$ cat config.mk
export PLATFORM = sky130hd
export DESIGN_NAME = debug_input
export DESIGN_NICKNAME = d
export VERILOG_FILES = /design/src/rtl/debug_input_pkg.sv /design/src/rtl/debug_input_fifo.sv /design/src/rtl/debug_input.sv
export SDC_FILE = /design/constraint.sdc
export NUM_CORES = 1
export LEC_CHECK = 0
export CELL_PAD_IN_SITES_DETAIL_PLACEMENT = 1
export CELL_PAD_IN_SITES_GLOBAL_PLACEMENT = 2
export CORE_UTILIZATION = 40
export CTS_BUF_LIST = sky130_fd_sc_hd__clkbuf_8 sky130_fd_sc_hd__clkbuf_16
export DETAILED_ROUTE_END_ITERATION = 10
export PLACE_DENSITY = 0.78
export SYNTH_ARGS = -nofsm -noshare
export SYNTH_HDL_FRONTEND = slang
export SYNTH_SLANG_ARGS = --single-unit
$ cat constraint.sdc
create_clock -name i_wb_clk -period 3.75 [get_ports i_wb_clk]
set_clock_uncertainty 0.2 [all_clocks]
set_input_delay 0.75 -clock i_wb_clk [delete_from_list [all_inputs] [get_ports i_wb_clk]]
set_output_delay 0.75 -clock i_wb_clk [all_outputs]
set_load 0.01 [all_outputs]
$ cat src/rtl/debug_input_pkg.sv
// Shared definitions for the debug input channel: register map, STATUS
// bit layout and the level-saturation helper. The same constants are used by
// the debug output block and the firmware headers, so keep them in sync.
package debug_input_pkg;

    localparam int unsigned DATA_W    = 8;
    localparam int unsigned LVL_W     = 4;
    localparam int unsigned CNT_MAX_W = 9;   // wide enough for count at DEPTH = 256
    localparam int unsigned LVL_MAX   = 15;

    // Register addresses (i_wb_adr)
    localparam logic DBG_REG_DATA   = 1'b0;
    localparam logic DBG_REG_STATUS = 1'b1;

    // STATUS bit positions
    localparam int unsigned DBG_ST_NEMPTY  = 0;
    localparam int unsigned DBG_ST_FULL    = 1;
    localparam int unsigned DBG_ST_OVF     = 2;
    localparam int unsigned DBG_ST_LVL_LSB = 4;

    // STATUS register payload, MSB first: level[7:4], rsvd[3], ovf[2], full[1], nempty[0]
    typedef struct packed {
        logic [LVL_W-1:0] level;
        logic             rsvd;
        logic             ovf;
        logic             full;
        logic             nempty;
    } dbg_status_t;

    // Fill level clamped to what fits in the 4-bit STATUS field
    function automatic logic [LVL_W-1:0] sat_level(input logic [CNT_MAX_W-1:0] count);
        if (count > CNT_MAX_W'(LVL_MAX)) begin
            return LVL_W'(LVL_MAX);
        end
        return count[LVL_W-1:0];
    endfunction

endpackage

$ cat src/rtl/debug_input_fifo.sv
// Byte FIFO for the debug input channel.
// The head entry is presented combinationally; the bus logic registers it.
// A pop is ignored when empty; a push is ignored when full unless a pop
// commits on the same edge, so a full FIFO can be read and written at once.
// Ports:
//   clk, rst_n     clock, asynchronous active-low reset
//   push, wdata    push request and byte
//   pop            pop request
//   head_c         byte at the read pointer (valid when not empty)
//   count          number of stored entries, 0..DEPTH
//   full_c/empty_c occupancy flags derived from count
module debug_input_fifo
    import debug_input_pkg::*;
#(
    parameter int unsigned DEPTH = 16
) (
    input  logic                     clk,
    input  logic                     rst_n,
    input  logic                     push,
    input  logic [DATA_W-1:0]        wdata,
    input  logic                     pop,
    output logic [DATA_W-1:0]        head_c,
    output logic [$clog2(DEPTH):0]   count,
    output logic                     full_c,
    output logic                     empty_c
);

    localparam int unsigned AW = $clog2(DEPTH);

    logic [DATA_W-1:0] mem [DEPTH];
    logic [AW-1:0]     wr_ptr;
    logic [AW-1:0]     rd_ptr;
    logic              do_push_c;
    logic              do_pop_c;

    // Qualify requests against occupancy
    always_comb begin
        full_c    = (count == (AW+1)'(DEPTH));
        empty_c   = (count == '0);
        do_pop_c  = pop & ~empty_c;
        do_push_c = push & (~full_c | do_pop_c);
        head_c    = mem[rd_ptr];
    end

    // Storage; contents need no reset since the pointers define validity
    always_ff @(posedge clk) begin
        if (do_push_c) begin
            mem[wr_ptr] <= wdata;
        end
    end

    // Pointers wrap naturally because DEPTH is a power of two
    always_ff @(posedge clk or negedge rst_n) begin
        if (!rst_n) begin
            wr_ptr <= '0;
            rd_ptr <= '0;
            count  <= '0;
        end else begin
            if (do_push_c) begin
                wr_ptr <= wr_ptr + AW'(1);
            end
            if (do_pop_c) begin
                rd_ptr <= rd_ptr + AW'(1);
            end
            case ({do_push_c, do_pop_c})
                2'b10:   count <= count + (AW+1)'(1);
                2'b01:   count <= count - (AW+1)'(1);
                default: count <= count;
            endcase
        end
    end

endmodule

$ cat src/rtl/debug_input.sv
// Host-to-CPU debug byte channel. Bytes arrive as strobe + data, are buffered
// in a FIFO, and are drained by the CPU over an 8-bit Wishbone slave.
// Optional macro: DEBUG_INPUT_IRQ_EN enables the level interrupt o_irq.
// Ports:
//   i_wb_clk, i_wb_rst_n        clock, asynchronous active-low reset
//   i_wb_adr                    0 = DATA, 1 = STATUS
//   i_wb_dat, i_wb_we           write data / write enable
//   i_wb_cyc, i_wb_stb          bus cycle / strobe
//   o_wb_rdt, o_wb_ack          registered read data and single-cycle ack
//   i_debug_strobe, i_debug_data  byte push interface
//   o_irq                       not_empty | overflow (0 without the macro)
module debug_input
    import debug_input_pkg::*;
#(
    parameter int unsigned DEPTH = 16
) (
    input  logic              i_wb_clk,
    input  logic              i_wb_rst_n,
    input  logic              i_wb_adr,
    input  logic [DATA_W-1:0] i_wb_dat,
    input  logic              i_wb_we,
    input  logic              i_wb_cyc,
    input  logic              i_wb_stb,
    output logic [DATA_W-1:0] o_wb_rdt,
    output logic              o_wb_ack,
    input  logic              i_debug_strobe,
    input  logic [DATA_W-1:0] i_debug_data,
    output logic              o_irq
);

    localparam int unsigned AW = $clog2(DEPTH);

    logic [DATA_W-1:0] head_c;
    logic [AW:0]       count;
    logic              full_c;
    logic              empty_c;
    logic              overflow;

    logic              access_c;
    logic              data_rd_c;
    logic              stat_rd_c;
    logic              stat_wr_c;
    logic              ovf_set_c;
    logic              ovf_clr_c;
    dbg_status_t       status_c;
    logic [DATA_W-1:0] rdt_next_c;
    logic              unused_c;

    debug_input_fifo #(
        .DEPTH (DEPTH)
    ) u_fifo (
        .clk     (i_wb_clk),
        .rst_n   (i_wb_rst_n),
        .push    (i_debug_strobe),
        .wdata   (i_debug_data),
        .pop     (data_rd_c),
        .head_c  (head_c),
        .count   (count),
        .full_c  (full_c),
        .empty_c (empty_c)
    );

    // Bus decode; an access is the cycle whose edge raises ack
    always_comb begin
        access_c  = i_wb_cyc & i_wb_stb & ~o_wb_ack;
        data_rd_c = access_c & ~i_wb_we & (i_wb_adr == DBG_REG_DATA);
        stat_rd_c = access_c & ~i_wb_we & (i_wb_adr == DBG_REG_STATUS);
        stat_wr_c = access_c &  i_wb_we & (i_wb_adr == DBG_REG_STATUS);
        // A same-edge DATA read of a full FIFO makes room, so no drop
        ovf_set_c = i_debug_strobe & full_c & ~data_rd_c;
        ovf_clr_c = stat_wr_c & i_wb_dat[DBG_ST_OVF];
    end

    // STATUS snapshot uses pre-edge FIFO state
    always_comb begin
        status_c        = '0;
        status_c.nempty = ~empty_c;
        status_c.full   = full_c;
        status_c.ovf    = overflow;
        status_c.rsvd   = 1'b0;
        status_c.level  = sat_level(CNT_MAX_W'(count));
    end

    // Read mux; an empty DATA read returns zero
    always_comb begin
        rdt_next_c = '0;
        if (data_rd_c && !empty_c) begin
            rdt_next_c = head_c;
        end else if (stat_rd_c) begin
            rdt_next_c = status_c;
        end
    end

    // Ack, read data and sticky overflow
    always_ff @(posedge i_wb_clk or negedge i_wb_rst_n) begin
        if (!i_wb_rst_n) begin
            o_wb_ack <= 1'b0;
            o_wb_rdt <= '0;
            overflow <= 1'b0;
        end else begin
            o_wb_ack <= access_c;
            if (access_c) begin
                o_wb_rdt <= rdt_next_c;
            end
            // Set has priority over a same-edge clear
            if (ovf_set_c) begin
                overflow <= 1'b1;
            end else if (ovf_clr_c) begin
                overflow <= 1'b0;
            end
        end
    end

`ifdef DEBUG_INPUT_IRQ_EN
    // Level interrupt, one cycle behind the state that causes it
    always_ff @(posedge i_wb_clk or negedge i_wb_rst_n) begin
        if (!i_wb_rst_n) begin
            o_irq <= 1'b0;
        end else begin
            o_irq <= ~empty_c | overflow;
        end
    end
`else
    assign o_irq = 1'b0;
`endif

    // Only the overflow-clear bit of the write data is meaningful
    assign unused_c = ^{i_wb_dat[DATA_W-1:DBG_ST_OVF+1], i_wb_dat[DBG_ST_OVF-1:0]};

endmodule

==> results_dict.tcl <==
set metrics [dict create \
    run_status "completed" \
    cts.hold.buffers_added 0 \
    clockRootBuffer "sky130_fd_sc_hd__clkbuf_16" \
    maxSlewHeadroom_pct 47.2 \
    portBuffers 24 \
    clock.fmax_mhz 325 \
    synth_enable_flop_cells 128 \
    post_synth_top_area_cell "sky130_fd_sc_hd__edfxtp_1" \
    die_h_um 127 \
    slowest_delay_ns 0.60 \
    routed_via_density 5.55 \
    finalNonFillerCells 589 \
    worst-endpoint-arrival_ns 3.19 \
    detailed_route_wl_mm 13.3 \
    cts_max_path_buffers 2 \
    worst_hold_path_type "register to register" \
    avgRoutedWirePerCell_um 22.6 \
    ys_dominant_reg_cell "sky130_fd_sc_hd__edfxtp_1" \
    power.share.clock_pct 33.1 \
    synth_sequential_area_ratio_pct 71.1 \
    grt_first_pass_wirelength_mm 21.0 \
    cts_tree "built" \
    synth.cell_area_um2 6210 \
    finalSetupViolCount 0 \
    power.leakage_nw 2.51 \
    clk_pin_slew_ns 0.06 \
    cell_internal_pwr_mw 3.87 \
    crit_family "simple AND/OR/NAND/NOR gates" \
    pwr_density_cell_nw_per_um2 746 \
    period_minus_slack_ns 3.08 \
    grt_pass1_vias 3605 \
    timing_max_transition_violations_final 0 \
    antenna_cells 0 \
    groute.usage.overall_pct 18.2 \
    comb_power_share_pct 24.7 \
    power_spent_charging_and_discharging_nets_mw 1.62 \
    maximum_resistive_drop_on_vdd_uv 500 \
    drcViolationCount 0 \
    max_stage_delay_cell_worst_path "sky130_fd_sc_hd__or4b_2" \
    swShare_pct 29.5 \
    synth_top_cell_area_share_pct 61.9 \
    postCtsResizedCells 0 \
    holdCritStartpoint "o_wb_rdt[3]" \
    drt_pre_antenna_iters 4 \
    worst_pin_slew_ns 0.793 \
    synthMostInstantiatedCell "sky130_fd_sc_hd__edfxtp_1" \
    drive_above_1_share_pct 21.2 \
    nNetsFinal 419 \
    antenna_found_initial 0 \
    synthesis.yosys.warnings 0 \
    ys_types 47 \
    maxCapViolCount 0 \
    hold_violations 0 \
    power_mw 5.49 \
    routabilityCongestion 0.741 \
    grt_overflow_total 0 \
    synth.area.top_cells "sky130_fd_sc_hd__edfxtp_1 (62%), sky130_fd_sc_hd__mux4_2 (10%), sky130_fd_sc_hd__dfrtp_1 (9.3%)" \
    design.die.area_um2 16000 \
    grt_start_max_net_pins 37 \
    cp_num_buf_inv 1 \
    flow.area_growth_from_synthesis_pct 18.3 \
    cts_sinks 151 \
    power.sequential.fraction_pct 42.2 \
    syn_inst 351 \
    number_of_top_level_pins 33 \
    cell_types_with_the_highest_counts_after_synthesis "sky130_fd_sc_hd__edfxtp_1 (128), sky130_fd_sc_hd__mux4_2 (28), sky130_fd_sc_hd__dfrtp_1 (23)" \
    startpoint "u_fifo.count[1]" \
    syn_area_per_cell_um2 17.7 \
    placed_cells_incl_taps 557 \
    setup_tns_ns 0 \
    crit_required_ns 3.86 \
    route.vias.total 3267 \
    initial_utilization_pct 40.9 \
    synth_fp_nets 382 \
    cp-start-kind "register" \
    std_cell_rows 45 \
    grt_setup_unrepaired "false" \
    drt_iter0_markers 204 \
    die_x_um 127 \
    ant_nets 0 \
    cp_max_fo 8 \
    worst_hold_path_depth 1 \
    hold_path_end "o_wb_rdt[3]" \
    reg2reg_setup_slack_ns 0.67 \
    period_share_pct 82.1 \
    core_region_um2 15200 \
    regToRegStartpoint "u_fifo.count[1]" \
    detailed_place_hpwl_mm 8.65 \
    dpl_cell_area_um2 6720 \
    register_bit_total_from_synthesis 151 \
    worstPathCellList "nor4_1, o311ai_1, and2_1, inv_2, ha_1, or4b_2, o221ai_1, nand2b_1, xnor2_1" \
    cts_htree_levels 4 \
    r2r-end "u_fifo.count[3]" \
    design_area_um2 7350 \
    postCtsSetupBuffers 0 \
    clk-insertion-delay-late_ns 0.43 \
    end_kind "register" \
    cts_buffers 17 \
    reg2regPathDepth 9 \
    fraction_of_synthesis_flops_using_an_asynchronous_set_or_reset_pin_pct 15.2 \
    timing.setup.critical_path_class "register to register" \
]
[cell families (layout without fill, tap and decap cells)]
group | Yosys count | after routing | share of synthesized area, %
flip-flops | 151 | 151 | 71.1
AND/OR/NAND/NOR | 65 | 65 | 5.74
multiplexers | 46 | 46 | 13.2
AO/OA/AOI/OAI | 36 | 36 | 4.29
buffers and inverters | 32 | 82 | 2.30
XOR/XNOR | 12 | 12 | 1.69
adder cells (fa/ha/maj) | 8 | 8 | 1.61
other | 1 | 1 | 0.0604
[flip-flops by register name, indices dropped and copies added, names as in the netlist]
signal / flops
u_fifo.mem: 128
u_fifo.wr_ptr: 4
o_wb_rdt: 8
o_wb_ack: 1
u_fifo.rd_ptr: 4
overflow: 1
u_fifo.count: 5
[worst register-to-register path: stages (launching register included)]
cell                       delay, ns
sky130_fd_sc_hd__dfrtp_1        0.48
sky130_fd_sc_hd__nor4_1         0.54
sky130_fd_sc_hd__o311ai_1       0.22
sky130_fd_sc_hd__and2_1         0.24
sky130_fd_sc_hd__inv_2          0.16
sky130_fd_sc_hd__ha_1           0.23
sky130_fd_sc_hd__or4b_2         0.60
sky130_fd_sc_hd__o221ai_1       0.09
sky130_fd_sc_hd__nand2b_1       0.09
sky130_fd_sc_hd__xnor2_1        0.12
[per-layer routing]
metal | vias to the layer above | share of wire (%) | GRT usage [%]
li1 | 1466 | - | -
met1 | 1722 | 43 | 22.3
met2 | 62 | 52 | 31.3
met3 | 17 | 3.7 | 4.60
met4 | 0 | 1.8 | 6.80
met5 | - | 0 | 0
[cell usage in the layout, fill, tap and decap left out, types with 6 or more instances in the layout]
master,synthesis,routed
sky130_fd_sc_hd__buf_4,3,15
sky130_fd_sc_hd__clkbuf_16,0,17
sky130_fd_sc_hd__clkdlybuf4s50_1,0,24
sky130_fd_sc_hd__dfrtp_1,23,22
sky130_fd_sc_hd__edfxtp_1,128,128
sky130_fd_sc_hd__ha_1,8,8
sky130_fd_sc_hd__inv_1,9,10
sky130_fd_sc_hd__mux2_2,6,6
sky130_fd_sc_hd__mux2i_1,12,12
sky130_fd_sc_hd__mux4_2,28,28
sky130_fd_sc_hd__nand2_1,6,6
sky130_fd_sc_hd__nand2b_1,6,6
sky130_fd_sc_hd__nor2_1,16,16
sky130_fd_sc_hd__nor2b_1,6,6
sky130_fd_sc_hd__xnor2_1,7,7
[how the worst max path moves through the flow]
stage | end | slack [ns] | cells past startpoint
3_3_place_gp | u_fifo.count[2] | 0.34 | 12
6_report | u_fifo.count[3] | 0.67 | 9
4_1_cts | u_fifo.mem[11][7] | 0.66 | 7
3_5_place_dp | u_fifo.mem[11][1] | 0.22 | 7
2_1_floorplan | u_fifo.count[3] | 0.53 | 9
5_1_grt | u_fifo.count[4] | 0.44 | 10
[cell type report]
cell class                 count  area (um^2)
clock buffer                  17          425
multi-input combinational    168         1660
clock inverter                15          203
timing repair buffer          40          373
inverter                      10         37.5
fill                        1417         7850
sequential                   151         4420
tap                          188          235
[through the flow]
step,hold slack (ns),utilization (%),setup WS [ns]
global placement,0.299,44.2,0.341
CTS,0.317,48.4,0.657
finish,0.309,48.4,0.669
floorplan,0.254,-,0.531
global route,0.346,48.4,0.436
detailed placement,0.304,44.2,0.218
[power by group through the flow]
stage               registers [mW]  clock network (mW)  logic [mW]
global placement              2.33                   0        1.32
CTS                           2.32                1.84        1.38
finish                        2.31                1.81        1.36
floorplan                     2.18                   0        1.07
detailed placement            2.35                   0        1.37
global route                  2.35                1.90        1.49
No activity file was read; power rests on OpenSTA's default activity.
